===== config.mk =====
export PLATFORM = sky130hd
export DESIGN_NAME = score_bcd_accumulator_flat
export DESIGN_NICKNAME = d
export VERILOG_FILES = /design/src/rtl/score_bcd_accumulator_if.sv /design/src/rtl/score_bcd_accumulator.sv /design/src/flat_wrapper.sv
export SDC_FILE = /design/constraint.sdc
export NUM_CORES = 1
export LEC_CHECK = 0
export BUFFER_PORTS_ARGS = -buffer_cell sky130_fd_sc_hd__buf_2
export CORE_ASPECT_RATIO = 0.6
export CORE_MARGIN = 2
export CORE_UTILIZATION = 60
export CTS_BUF_LIST = sky130_fd_sc_hd__clkbuf_4 sky130_fd_sc_hd__clkbuf_8
export CTS_CLUSTER_SIZE = 28
export DETAILED_ROUTE_END_ITERATION = 16
export PLACE_DENSITY = 0.78
export SYNTH_ARGS = -nofsm -noshare
export SYNTH_HDL_FRONTEND = slang
export SYNTH_SLANG_ARGS = --single-unit

===== constraint.sdc =====
create_clock -name board_clk -period 5.86 [get_ports board_clk]
set_clock_uncertainty 0.15 [all_clocks]
set_input_delay 0.293 -clock board_clk [delete_from_list [all_inputs] [get_ports board_clk]]
set_output_delay 0.293 -clock board_clk [all_outputs]
set_load 0.005 [all_outputs]

===== src/rtl/score_bcd_accumulator_if.sv =====
// Event and score bundle between the game logic and score_bcd_accumulator.
// The master drives events and restart; the slave returns the committed score and status.
interface score_bcd_accumulator_if;
    logic        clear;
    logic        pellet_evt;
    logic        power_evt;
    logic        ghost_evt;
    logic [15:0] score;
    logic        score_upd;
    logic        busy;
    logic        evt_lost;

    modport master (
        output clear, pellet_evt, power_evt, ghost_evt,
        input  score, score_upd, busy, evt_lost
    );

    modport slave (
        input  clear, pellet_evt, power_evt, ghost_evt,
        output score, score_upd, busy, evt_lost
    );
endinterface


===== src/rtl/score_bcd_accumulator.sv =====
// Queues pellet/power/ghost events and adds them digit-serially into a 4-digit packed-BCD score.
// Define SCORE_SAT_EN to saturate at 9999 on overflow; otherwise the score wraps modulo 10000.
module score_bcd_accumulator #(
    parameter int PEND_W = 3
) (
    input  logic                   board_clk,
    input  logic                   Reset,
    score_bcd_accumulator_if.slave bus
);

    typedef enum logic [1:0] {IDLE = 2'd0, ADD = 2'd1, COMMIT = 2'd2} state_t;

    localparam logic [PEND_W-1:0] PEND_MAX = {PEND_W{1'b1}};
    localparam logic [PEND_W-1:0] PEND_ONE = {{(PEND_W-1){1'b0}}, 1'b1};
    localparam logic [15:0]       PEL_ADD  = 16'h0010;
    localparam logic [15:0]       POW_ADD  = 16'h0050;

    state_t            state;
    logic [PEND_W-1:0] p_pel, p_pow, p_gho;
    logic [1:0]        gidx;
    logic [1:0]        dig;
    logic [15:0]       work;
    logic [15:0]       addend;
    logic [15:0]       score_r;
    logic              carry;
    logic              score_upd_r;
    logic              evt_lost_r;

    logic              ld_gho, ld_pow, ld_pel, ld_any;
    logic [PEND_W:0]   nxt_pel, nxt_pow, nxt_gho;
    logic [3:0]        work_dig, add_dig;
    logic [4:0]        dsum;

    // Returns {lost, next_count}. A saturated increment is always dropped, even alongside a consume.
    function automatic logic [PEND_W:0] pend_next(input logic [PEND_W-1:0] cnt,
                                                  input logic inc, input logic dec);
        logic [PEND_W:0] r;
        r = {1'b0, cnt};
        if (inc && (cnt == PEND_MAX)) begin
            r = dec ? {1'b1, cnt - PEND_ONE} : {1'b1, cnt};
        end else if (inc && !dec) begin
            r = {1'b0, cnt + PEND_ONE};
        end else if (dec && !inc) begin
            r = {1'b0, cnt - PEND_ONE};
        end
        return r;
    endfunction

    // Returns {carry_out, digit}; the digit is always 0..9.
    function automatic logic [4:0] bcd_digit_add(input logic [3:0] a, input logic [3:0] b,
                                                 input logic cin);
        logic [4:0] s;
        logic [4:0] t;
        s = {1'b0, a} + {1'b0, b} + {4'd0, cin};
        t = s - 5'd10;
        if (s > 5'd9) s = {1'b1, t[3:0]};
        return s;
    endfunction

    function automatic logic [15:0] ghost_addend(input logic [1:0] g);
        case (g)
            2'd0:    return 16'h0200;
            2'd1:    return 16'h0400;
            2'd2:    return 16'h0800;
            default: return 16'h1600;
        endcase
    endfunction

`ifdef SCORE_SAT_EN
    function automatic logic [15:0] saturate_score(input logic [15:0] w, input logic c);
        return c ? 16'h9999 : w;
    endfunction
`endif

    // The cycle right after a commit (score_upd high) never loads, giving one add per 7 cycles.
    always_comb begin
        ld_gho   = (state == IDLE) && !score_upd_r && (p_gho != '0);
        ld_pow   = (state == IDLE) && !score_upd_r && (p_gho == '0) && (p_pow != '0);
        ld_pel   = (state == IDLE) && !score_upd_r && (p_gho == '0) && (p_pow == '0) &&
                   (p_pel != '0);
        ld_any   = ld_gho | ld_pow | ld_pel;
        nxt_pel  = pend_next(p_pel, bus.pellet_evt, ld_pel);
        nxt_pow  = pend_next(p_pow, bus.power_evt, ld_pow);
        nxt_gho  = pend_next(p_gho, bus.ghost_evt, ld_gho);
        work_dig = work[{dig, 2'b00} +: 4];
        add_dig  = addend[{dig, 2'b00} +: 4];
        dsum     = bcd_digit_add(work_dig, add_dig, carry);
    end

    always_ff @(posedge board_clk or posedge Reset) begin
        if (Reset) begin
            state       <= IDLE;
            p_pel       <= '0;
            p_pow       <= '0;
            p_gho       <= '0;
            gidx        <= 2'd0;
            dig         <= 2'd0;
            work        <= 16'h0000;
            addend      <= 16'h0000;
            score_r     <= 16'h0000;
            carry       <= 1'b0;
            score_upd_r <= 1'b0;
            evt_lost_r  <= 1'b0;
        end else if (bus.clear) begin
            state       <= IDLE;
            p_pel       <= '0;
            p_pow       <= '0;
            p_gho       <= '0;
            gidx        <= 2'd0;
            dig         <= 2'd0;
            work        <= 16'h0000;
            addend      <= 16'h0000;
            score_r     <= 16'h0000;
            carry       <= 1'b0;
            score_upd_r <= 1'b0;
            evt_lost_r  <= 1'b0;
        end else begin
            p_pel       <= nxt_pel[PEND_W-1:0];
            p_pow       <= nxt_pow[PEND_W-1:0];
            p_gho       <= nxt_gho[PEND_W-1:0];
            evt_lost_r  <= evt_lost_r | nxt_pel[PEND_W] | nxt_pow[PEND_W] | nxt_gho[PEND_W];
            score_upd_r <= 1'b0;

            // A coincident power event wins over the ghost-load increment; the load still used old gidx.
            if (bus.power_evt) begin
                gidx <= 2'd0;
            end else if (ld_gho && (gidx != 2'd3)) begin
                gidx <= gidx + 2'd1;
            end

            case (state)
                IDLE: begin
                    if (ld_any) begin
                        addend <= ld_gho ? ghost_addend(gidx) : (ld_pow ? POW_ADD : PEL_ADD);
                        work   <= score_r;
                        carry  <= 1'b0;
                        dig    <= 2'd0;
                        state  <= ADD;
                    end
                end
                ADD: begin
                    work[{dig, 2'b00} +: 4] <= dsum[3:0];
                    carry                   <= dsum[4];
                    if (dig == 2'd3) begin
                        state <= COMMIT;
                    end else begin
                        dig <= dig + 2'd1;
                    end
                end
                COMMIT: begin
`ifdef SCORE_SAT_EN
                    score_r <= saturate_score(work, carry);
`else
                    score_r <= work;
`endif
                    score_upd_r <= 1'b1;
                    state       <= IDLE;
                end
                default: state <= IDLE;
            endcase
        end
    end

    assign bus.score     = score_r;
    assign bus.score_upd = score_upd_r;
    assign bus.evt_lost  = evt_lost_r;
    assign bus.busy      = (state != IDLE) || (p_pel != '0) || (p_pow != '0) || (p_gho != '0);

endmodule


===== src/flat_wrapper.sv =====
// flat-port wrapper written by rule: the top's interface ports become plain ports
module score_bcd_accumulator_flat 
#(
    parameter int PEND_W = 3
)
  (board_clk, Reset, bus_clear, bus_pellet_evt, bus_power_evt, bus_ghost_evt, bus_score, bus_score_upd, bus_busy, bus_evt_lost);
  score_bcd_accumulator_if bus_i ();
  input  logic board_clk;
  input  logic Reset;
  input wire logic [$bits(bus_i.clear)-1:0] bus_clear;
  input wire logic [$bits(bus_i.pellet_evt)-1:0] bus_pellet_evt;
  input wire logic [$bits(bus_i.power_evt)-1:0] bus_power_evt;
  input wire logic [$bits(bus_i.ghost_evt)-1:0] bus_ghost_evt;
  output wire logic [$bits(bus_i.score)-1:0] bus_score;
  output wire logic [$bits(bus_i.score_upd)-1:0] bus_score_upd;
  output wire logic [$bits(bus_i.busy)-1:0] bus_busy;
  output wire logic [$bits(bus_i.evt_lost)-1:0] bus_evt_lost;
  assign bus_i.clear = bus_clear;
  assign bus_i.pellet_evt = bus_pellet_evt;
  assign bus_i.power_evt = bus_power_evt;
  assign bus_i.ghost_evt = bus_ghost_evt;
  assign bus_score = bus_i.score;
  assign bus_score_upd = bus_i.score_upd;
  assign bus_busy = bus_i.busy;
  assign bus_evt_lost = bus_i.evt_lost;
  score_bcd_accumulator #(.PEND_W(PEND_W)) u_core (.board_clk(board_clk), .Reset(Reset), .bus(bus_i));
endmodule

==> results of run 1 <==
-- metrics by stage --
stage | hold slack (ps) | total power [mW] | setup WS [ps] | util [%] | cells
final | -3.09 | 1.24 | 1730 | 66.5 | 442
after global routing | 41.1 | 1.32 | 1420 | 66.5 | 442
after CTS | 36.8 | 1.23 | 1790 | 66.5 | 442
after detailed placement | 328 | 0.979 | 1820 | 64.5 | 434
after global placement | 329 | 0.957 | 2030 | 64.5 | 434
after floorplan | 212 | 0.870 | 2420 | - | 343
-- cells in the mapped netlist, types with 2 or more instances --
| cell type | n |
|---|---|
| a32oi_1 | 2 |
| mux4_2 | 4 |
| ha_1 | 23 |
| o22ai_1 | 2 |
| o21ai_0 | 21 |
| nor3_4 | 2 |
| a21oi_1 | 16 |
| or2_2 | 2 |
| a221oi_1 | 2 |
| a21o_1 | 3 |
| nor2_1 | 29 |
| xnor2_1 | 10 |
| buf_2 | 7 |
| nor2b_1 | 5 |
| o211ai_1 | 3 |
| nand3_1 | 9 |
| nand2_1 | 20 |
| nand2b_1 | 3 |
| a22oi_1 | 10 |
| a211oi_1 | 2 |
| inv_1 | 19 |
| mux2i_1 | 4 |
| and2_1 | 4 |
| fa_1 | 2 |
| o21ba_2 | 2 |
| a311oi_1 | 3 |
| and3_1 | 7 |
| a22o_1 | 19 |
| a31o_2 | 2 |
| nor3_1 | 13 |
| dfrtp_1 | 56 |
| clkbuf_1 | 5 |
-- routing by layer --
metal	vias up	routed length, um	share of wire, %
met5	-	0	0
met3	12	758	9.5
li1	1288	-	-
met1	1336	4000	50
met2	101	3150	39
met4	0	75	0.94
-- cell families after synthesis --
| kind of cell | count (synthesis) | synth area share, % |
|---|---|---|
| compound gates | 96 | 19.8 |
| mux | 9 | 4.14 |
| xor+xnor | 12 | 3.29 |
| buf+inv | 34 | 4.32 |
| fa+ha+maj | 26 | 9.88 |
| flops | 56 | 41.0 |
| simple gates | 110 | 17.5 |
-- critical path, cell delays in order, from the launching register on --
cell and delay, ps:
dfrtp_1 690, mux4_2 560, inv_1 80, fa_1 170
inv_1 80, fa_1 440, xor2_1 230, inv_1 80
ha_1 200, nand2_1 110, and2_0 180, mux2i_1 280
o21ai_1 150, o2bb2ai_1 430, o21ai_0 170
-- layout make-up --
| type | count | area (um2) |
|---|---|---|
| fillers | 463 | 1860 |
| clock inverters | 2 | 35.0 |
| inverters | 19 | 71.3 |
| multi-input cells | 253 | 1870 |
| well taps | 80 | 100 |
| repair buffers | 26 | 135 |
| clock buffers | 6 | 76.3 |
| flip-flops and latches | 56 | 1400 |
-- placed cells by master (no fill, tap or decap), types with 7 or more instances in the layout --
cell type / instances
buf_2: 24
o21ai_0: 21
nor2_1: 29
nand2_1: 20
a21oi_1: 16
nand3_1: 9
dfrtp_1: 56
a22o_1: 19
nor3_1: 13
ha_1: 23
inv_1: 18
xnor2_1: 10
and3_1: 7
a22oi_1: 10
-- worst paths after layout --
| kind | cells after the start | slack [ps] | end |
|---|---|---|---|
| worst max register to register | 14 | 1730 | u_core.work[14]$_DFFE_PP0P_ |
| worst max-delay path | 14 | 1730 | u_core.work[14]$_DFFE_PP0P_ |
| max in group asynchronous | 3 | 5090 | u_core.work[5]$_DFFE_PP0P_ |
| worst min-delay path | 3 | -3 | u_core.p_gho[0]$_DFFE_PP0P_ |
| worst min register to register | 1 | 370 | u_core.addend[9]$_DFFE_PP0P_ |
| min in group board_clk | 2 | 50 | u_core.gidx[0]$_DFFE_PP0P_ |
-- flip-flops by register name, indices dropped and copies added, names as in the netlist, 2 cells and up --
signal and cells:
u_core.gidx 2, u_core.addend 6, u_core.work 16, u_core.bus.score 16, u_core.dig 2, u_core.p_gho 3
u_core.p_pow 3, u_core.state 2, u_core.p_pel 3
-- power breakdown --
part / leakage (nW) / total [mW] / internal [mW] / switching (mW)
combinational: 0.895 / 0.501 / 0.195 / 0.306
sequential: 0.769 / 0.482 / 0.427 / 0.0555
clock: 0.0586 / 0.254 / 0.132 / 0.123
==> results.sh, run 1 <==
export IMPL_vdd_drop_max_mv=0.222
export IMPL_layout_drive_gt1_share_pct=15.5
export IMPL_crit_type="reg2reg"
export IMPL_violations="hold timing"
export IMPL_clock_sinks=56
export IMPL_postCtsHoldBufs=0
export IMPL_yosysTopAreaCell="dfrtp_1"
export IMPL_grt_met1_usage_pct=43.1
export IMPL_antenna_found_initial=0
export IMPL_synth_top_area_share_pct=41.0
export IMPL_hold_class="in2async"
export IMPL_core_area_um2=5540
export IMPL_syn_nets=374
export IMPL_rsz0062_at_grt="no"
export IMPL_period_share_pct=70.5
export IMPL_synth_edf_count=0
export IMPL_r2r_start="u_core.dig[0]$_DFFE_PP0P_"
export IMPL_wl_per_cell_um=18.1
export IMPL_max_slew_worst_pin_slew_ps=711
export IMPL_endpoint_kind="flop"
export IMPL_finalSetupViolCount=0
export IMPL_required_ps=5890
export IMPL_synth_area_leaders="dfrtp_1 41%, ha_1 8.4%, a22o_1 4.9%"
export IMPL_first_global_vias=2607
export IMPL_routabilityCongestion=0.996
export IMPL_outcome="complete, but fails checks"
export IMPL_htree_levels=2
export IMPL_areaGrowthSynthToFinish_pct=7.91
export IMPL_dpl_cell_area_um2=3580
export IMPL_grt_util_met3_pct=7.61
export IMPL_initialDrtViolationCount=314
export IMPL_cts_buffers=5
export IMPL_grt_overflow=0
export IMPL_post_cts_buffers=0
export IMPL_cts_resized_gates=0
export IMPL_p_leak_nw=1.72
export IMPL_io_buffers=24
export IMPL_clk_pin_slew_ps=100
export IMPL_final_cell_area_um2=3690
export IMPL_max_slew_margin_pct=52.6
export IMPL_die_area_um2=6340
export IMPL_ys_types=64
export IMPL_yosys_warnings=0
export IMPL_clockBufferDepth=2
export IMPL_ys_flop_type="dfrtp_1"
export IMPL_cellPowerDensity_nw_per_um2=336
export IMPL_critPathMaxFanout=14
export IMPL_slew_viol_final=0
export IMPL_via_count=2737
export IMPL_track_usage_pct=27.4
export IMPL_grt_busiest_layer="met1"
export IMPL_grt_pass1_wl_um=13400
export IMPL_syn_area_um2=3420
export IMPL_synthArstFlopShare_pct=100
export IMPL_ys_seq_area_share_pct=41.0
export IMPL_post_route_drc_count=0
export IMPL_ios=25
export IMPL_n_antenna_cell=0
export IMPL_via_per_inst=6.19
export IMPL_critPathArrivalTime_ps=4160
export IMPL_ys_seq_elements=56
export IMPL_crit_start="u_core.dig[0]$_DFFE_PP0P_"
export IMPL_whs_ps=-3.09
export IMPL_final_hold_viol_count=1
export IMPL_fp_dieH_um=62.5
export IMPL_netlist_instances=343
export IMPL_grt_max_degree=57
export IMPL_first_pass_iters=5
export IMPL_fmax_mhz=242
export IMPL_clk_latency_ps=310
export IMPL_fin_tns_setup_ps=0
export IMPL_routed_wirelength_um=7980
export IMPL_clock_root_buffer="clkbuf_8"
export IMPL_worst_setup_path_start_kind="flop"
export IMPL_start_util_pct=61.7
export IMPL_die_w_um=101
export IMPL_cts_tree="done"
export IMPL_fp_row_count=21
export IMPL_drv_cap=0
export IMPL_dp_hpwl_um=6040
export IMPL_avgSynthCellArea_um2=9.97
export IMPL_grtUsageMet2_pct=37.2
export IMPL_layout_min_cycle_time_ps=4130
export IMPL_antenna_left=0
export IMPL_nNetsFinal=392
No activity file was read; power rests on OpenSTA's default activity.
==> run 2, diff against run 1 <==
Clock period 5.86 ns to 4 ns, I/O delays scaled along.
==> run 2 against run 1 <==
Effect of this change:
- the run now ends clean
- clock-buffer cell count decreased by 1
- total power up 45%
- clock power is 39% higher
- global-route usage fell by 0.69 points
- largest cell class unchanged
==> results.sh, run 2 (synthesized netlist as in run 1, its figures left out) <==
export IMPL_fin_tns_setup_ps=0
export IMPL_layout_drive_gt1_share_pct=15.7
export IMPL_final_cell_area_um2=3710
export IMPL_final_util_pct=66.9
export IMPL_antenna_left=0
export IMPL_clk_latency_ps=310
export IMPL_clk_pin_slew_ps=90
export IMPL_via_per_inst=6.18
export IMPL_die_area_um2=6340
export IMPL_core_area_um2=5540
export IMPL_grt_overflow=0
export IMPL_areaGrowthSynthToFinish_pct=8.57
export IMPL_slew_viol_final=0
export IMPL_via_count=2737
export IMPL_max_slew_margin_pct=49.9
export IMPL_post_cts_buffers=0
export IMPL_slowest_delay_ps=550
export IMPL_initialDrtViolationCount=413
export IMPL_fp_dieH_um=62.5
export IMPL_track_usage_pct=26.7
export IMPL_period_share_pct=94.0
export IMPL_path_cells="mux2_2 -> nand2_1 -> fa_1 -> inv_1 -> fa_1 -> inv_1 -> ha_1 -> nand2_1 -> and2_0 -> mux2i_1 -> nor3_1 -> a31oi_1 -> o21ai_0"
export IMPL_routed_wirelength_um=7980
export IMPL_final_common_cell="dfrtp_1"
export IMPL_fp_row_count=21
export IMPL_wl_met3_um=952
export IMPL_max_slew_worst_pin_slew_ps=744
export IMPL_cts_tree="done"
export IMPL_drt_met1_wl_um=3880
export IMPL_rrSetupSlack_ps=240
export IMPL_cellPowerDensity_nw_per_um2=482
export IMPL_critPathArrivalTime_ps=3780
export IMPL_routabilityCongestion=0.960
export IMPL_critPathMaxFanout=13
export IMPL_r2r_cells=13
export IMPL_final_hold_viol_count=0
export IMPL_clockBufferDepth=2
export IMPL_dp_hpwl_um=5940
export IMPL_crit_type="reg2reg"
export IMPL_p_leak_nw=1.73
export IMPL_nNetsFinal=395
export IMPL_grt_pass1_wl_um=13100
export IMPL_clock_root_buffer="clkbuf_8"
export IMPL_dpl_cell_area_um2=3580
export IMPL_first_global_vias=2465
export IMPL_htree_levels=2
export IMPL_slowest_stage="fa_1"
export IMPL_r2r_start="u_core.dig[1]$_DFFE_PP0P_"
export IMPL_fillers=407
export IMPL_required_ps=4020
export IMPL_wl_per_cell_um=18.0
export IMPL_finalSetupViolCount=0
export IMPL_crit_start="u_core.dig[1]$_DFFE_PP0P_"
export IMPL_drv_cap=0
export IMPL_start_util_pct=61.7
export IMPL_r2r_end="u_core.work[9]$_DFFE_PP0P_"
export IMPL_endpoint_kind="flop"
export IMPL_layout_min_cycle_time_ps=3760
export IMPL_rsz0062_at_grt="no"
export IMPL_grt_max_degree=39
export IMPL_cts_buffers=5
export IMPL_clock_sinks=56
export IMPL_whs_ps=37.8
export IMPL_fmax_mhz=266
export IMPL_outcome="finished clean"
export IMPL_post_route_drc_count=0
export IMPL_vdd_drop_max_mv=0.338
export IMPL_final_cell_mix="55 x dfrtp_1, 29 x nor2_1, 24 x buf_2"
export IMPL_worst_setup_path_start_kind="flop"
export IMPL_antenna_found_initial=0
export IMPL_hold_class="in2reg"
export IMPL_die_w_um=101
export IMPL_finalPower_mw=1.79
export IMPL_io_buffers=24
export IMPL_top_layer="met4"
export IMPL_wl_met2_um=3090
export IMPL_n_antenna_cell=0
export IMPL_first_pass_iters=6
export IMPL_ios=25
export IMPL_crit_end="u_core.work[9]$_DFFE_PP0P_"
-- run 2: area by class of cell --
type / instances / area, um2 / share of cell area, %
flip-flops and latches: 56 / 1400 / 37.8
multi-input cells: 253 / 1880 / 50.5
clock inverters: 1 / 30.0 / 0.809
clock buffers: 5 / 68.8 / 1.85
inverters: 19 / 71.3 / 1.92
repair buffers: 29 / 163 / 4.38
well taps: 80 / 100 / 2.70
-- run 2: critical path, delay by kind of cell (launching register included) --
| family | cells | cell delay [ps] |
|---|---|---|
| AO/OA/AOI/OAI | 2 | 520 |
| adder cells (fa/ha/maj) | 3 | 1140 |
| buffers and inverters | 2 | 270 |
| flip-flops | 1 | 510 |
| multiplexers | 2 | 550 |
| AND/OR/NAND/NOR | 4 | 480 |
-- run 2: power by group --
part / internal (mW) / total (mW) / switching (mW)
Combinational: 0.289 / 0.742 / 0.452
Sequential: 0.626 / 0.697 / 0.0707
Clock: 0.180 / 0.352 / 0.172
-- run 2: worst min-delay path by stage --
stage	from	to	slack [ps]	depth (start not counted)
floorplan	bus_power_evt	u_core.gidx[1]$_DFFE_PP0P_	120	1
global placement	Reset	u_core.gidx[0]$_DFFE_PP0P_	50	2
detailed placement	Reset	u_core.gidx[0]$_DFFE_PP0P_	60	2
CTS	bus_ghost_evt	u_core.bus.evt_lost$_DFF_PP0_	40	3
global route	bus_ghost_evt	u_core.bus.evt_lost$_DFF_PP0_	80	3
finish	bus_ghost_evt	u_core.bus.evt_lost$_DFF_PP0_	40	3
-- run 2: routing by layer --
metal  track usage (%)  vias to the layer above
li1                  -                     1285
met1              45.8                     1287
met2              32.9                      152
met3              7.27                       13
met4              4.22                        0
met5                 0                        -
-- run 2: metrics by stage --
step | setup slack, ps | instances
2_1_floorplan | 560 | 343
3_3_place_gp | 427 | 435
3_5_place_dp | 209 | 435
4_1_cts | 185 | 443
5_1_grt | 81.9 | 443
6_report | 239 | 443
-- run 2: repair_timing --
action / 4_1_cts / 5_1_grt
endpoints found under the hold margin: 20 / 0
hold buffers: 2 / 0
endpoints found under the setup margin: 0 / 5
resized for setup: 0 / 2
==> run 3, diff against run 2 <==
Settings changed: RECOVER_POWER set to 50.
==> run 3 against run 2 <==
Effect of this change:
- the flow now finishes with violations (capacitance limit, slew limit)
- sequential power barely moved
- fmax rose by 0.99%
- non-clock buffer count did not move
- sequential share of layout area rose by 0.089 points
- combinational power barely moved
- core utilization fell by 0.16 points
- critical path type unchanged
- largest power group unchanged
- highest routed layer unchanged
==> results.sh, run 3 (synthesized netlist as in run 1, its figures left out) <==
export IMPL_r2r_cells=13
export IMPL_core_area_um2=5540
export IMPL_fin_tns_setup_ps=0
export IMPL_cts_buffers=5
export IMPL_io_buffers=24
export IMPL_r2r_end="u_core.work[9]$_DFFE_PP0P_"
export IMPL_grt_overflow=0
export IMPL_final_common_cell="dfrtp_1"
export IMPL_hold_class="in2reg"
export IMPL_htree_levels=2
export IMPL_antenna_found_initial=0
export IMPL_track_usage_pct=26.7
export IMPL_slew_viol_final=39
export IMPL_fp_row_count=21
export IMPL_ios=25
export IMPL_required_ps=4020
export IMPL_grt_max_degree=39
export IMPL_rsz0062_at_grt="no"
export IMPL_first_global_vias=2465
export IMPL_final_cell_mix="55 x dfrtp_1, 29 x nor2_1, 23 x ha_1"
export IMPL_die_area_um2=6340
export IMPL_violations="capacitance limit, slew limit"
export IMPL_routabilityCongestion=0.960
export IMPL_min_delay_start="bus_ghost_evt"
export IMPL_fmax_mhz=269
export IMPL_outcome="complete, but fails checks"
export IMPL_worst_setup_path_start_kind="flop"
export IMPL_start_util_pct=61.7
export IMPL_whs_ps=34.3
export IMPL_clk_latency_ps=310
export IMPL_max_slew_worst_pin_slew_ps=1980
export IMPL_nNetsFinal=395
export IMPL_r2r_start="u_core.dig[1]$_DFFE_PP0P_"
export IMPL_clockBufferDepth=2
export IMPL_layout_min_cycle_time_ps=3720
export IMPL_clock_root_buffer="clkbuf_8"
export IMPL_final_util_pct=66.8
export IMPL_clock_sinks=56
export IMPL_n_antenna_cell=0
export IMPL_grt_pass1_wl_um=13100
export IMPL_cellPowerDensity_nw_per_um2=484
export IMPL_clk_pin_slew_ps=100
export IMPL_fp_dieH_um=62.5
export IMPL_critPathMaxFanout=13
export IMPL_finalSetupViolCount=0
export IMPL_areaGrowthSynthToFinish_pct=8.31
export IMPL_period_share_pct=93.1
export IMPL_vdd_drop_max_mv=0.339
export IMPL_cts_tree="done"
export IMPL_crit_type="reg2reg"
export IMPL_max_slew_margin_pct=-31.7
export IMPL_endpoint_kind="flop"
export IMPL_whs_path_depth=3
export IMPL_layout_drive_gt1_share_pct=14.0
export IMPL_via_count=2732
export IMPL_post_route_drc_count=0
export IMPL_routed_wirelength_um=7950
export IMPL_drv_cap=1
export IMPL_rrSetupSlack_ps=280
export IMPL_hold_end="u_core.bus.evt_lost$_DFF_PP0_"
export IMPL_p_leak_nw=1.71
export IMPL_wl_per_cell_um=18.0
export IMPL_initialDrtViolationCount=489
export IMPL_final_hold_viol_count=0
export IMPL_antenna_left=0
export IMPL_critPathArrivalTime_ps=3750
export IMPL_post_cts_buffers=0
export IMPL_dp_hpwl_um=5940
export IMPL_via_per_inst=6.17
export IMPL_first_pass_iters=5
export IMPL_die_w_um=101
-- run 3: cell count changes in the layout (fill, tap and decap cells not counted), sizes merged --
cell    delta
clkbuf     +5
buf        -5
-- run 3: metrics by stage --
stage          instances  cell area, um2  setup WS (ps)  power (mW)
3_5_place_dp         435            3580            209        1.43
6_report             443            3700            276        1.79
3_3_place_gp         435            3580            427        1.41
5_1_grt              443            3700           81.9        1.92
2_1_floorplan        343            3420            560        1.27
4_1_cts              443            3700            185        1.78
-- run 3: routing by layer --
layer	global-route usage, %	wire length [um]	vias up
met3	7.27	925	11
met1	45.8	3940	1292
met5	0	0	-
met2	32.9	3030	145
met4	4.22	58	0
li1	-	-	1284
-- run 3: final cells by class --
class / instances / area (um2)
multi-input combinational: 253 / 1880
inverter: 19 / 71.3
fill: 412 / 1840
clock buffer: 5 / 68.8
clock inverter: 1 / 30.0
tap: 80 / 100
sequential: 56 / 1400
timing repair buffer: 29 / 154
-- run 3: timing repair --
| action | 4_1_cts | 5_1_grt |
|---|---|---|
| hold buffers | 2 | 0 |
| resized for setup | 0 | 2 |
| hold endpoints to repair | 20 | 0 |
| endpoints found under the setup margin | 0 | 5 |
-- run 3: worst max path at each step --
| stage | startpoint | slack (ps) | depth (start not counted) | endpoint |
|---|---|---|---|---|
| 2_1_floorplan | u_core.dig[0]$_DFFE_PP0P_ | 560 | 15 | u_core.work[10]$_DFFE_PP0P_ |
| 4_1_cts | u_core.dig[1]$_DFFE_PP0P_ | 190 | 13 | u_core.work[14]$_DFFE_PP0P_ |
| 6_report | u_core.dig[1]$_DFFE_PP0P_ | 280 | 13 | u_core.work[9]$_DFFE_PP0P_ |
| 3_3_place_gp | u_core.dig[1]$_DFFE_PP0P_ | 430 | 13 | u_core.work[6]$_DFFE_PP0P_ |
| 5_1_grt | u_core.dig[1]$_DFFE_PP0P_ | 80 | 13 | u_core.work[6]$_DFFE_PP0P_ |
| 3_5_place_dp | u_core.dig[1]$_DFFE_PP0P_ | 210 | 13 | u_core.work[14]$_DFFE_PP0P_ |
-- run 3: critical path, stage by stage (launching register included) --
cell,delay [ps]
dfrtp_2,510
mux2_2,260
nand2_1,70
fa_1,380
inv_1,130
fa_1,540
inv_1,130
ha_1,210
nand2_1,120
and2_0,180
mux2i_1,290
nor3_1,110
a31oi_1,350
o21ai_0,150
-- run 3: where the power goes --
group / total (mW) / switching [mW] / internal (mW)
clock network: 0.352 / 0.172 / 0.180
logic: 0.744 / 0.455 / 0.289
registers: 0.697 / 0.0710 / 0.626
total: 1.79 / 0.698 / 1.09
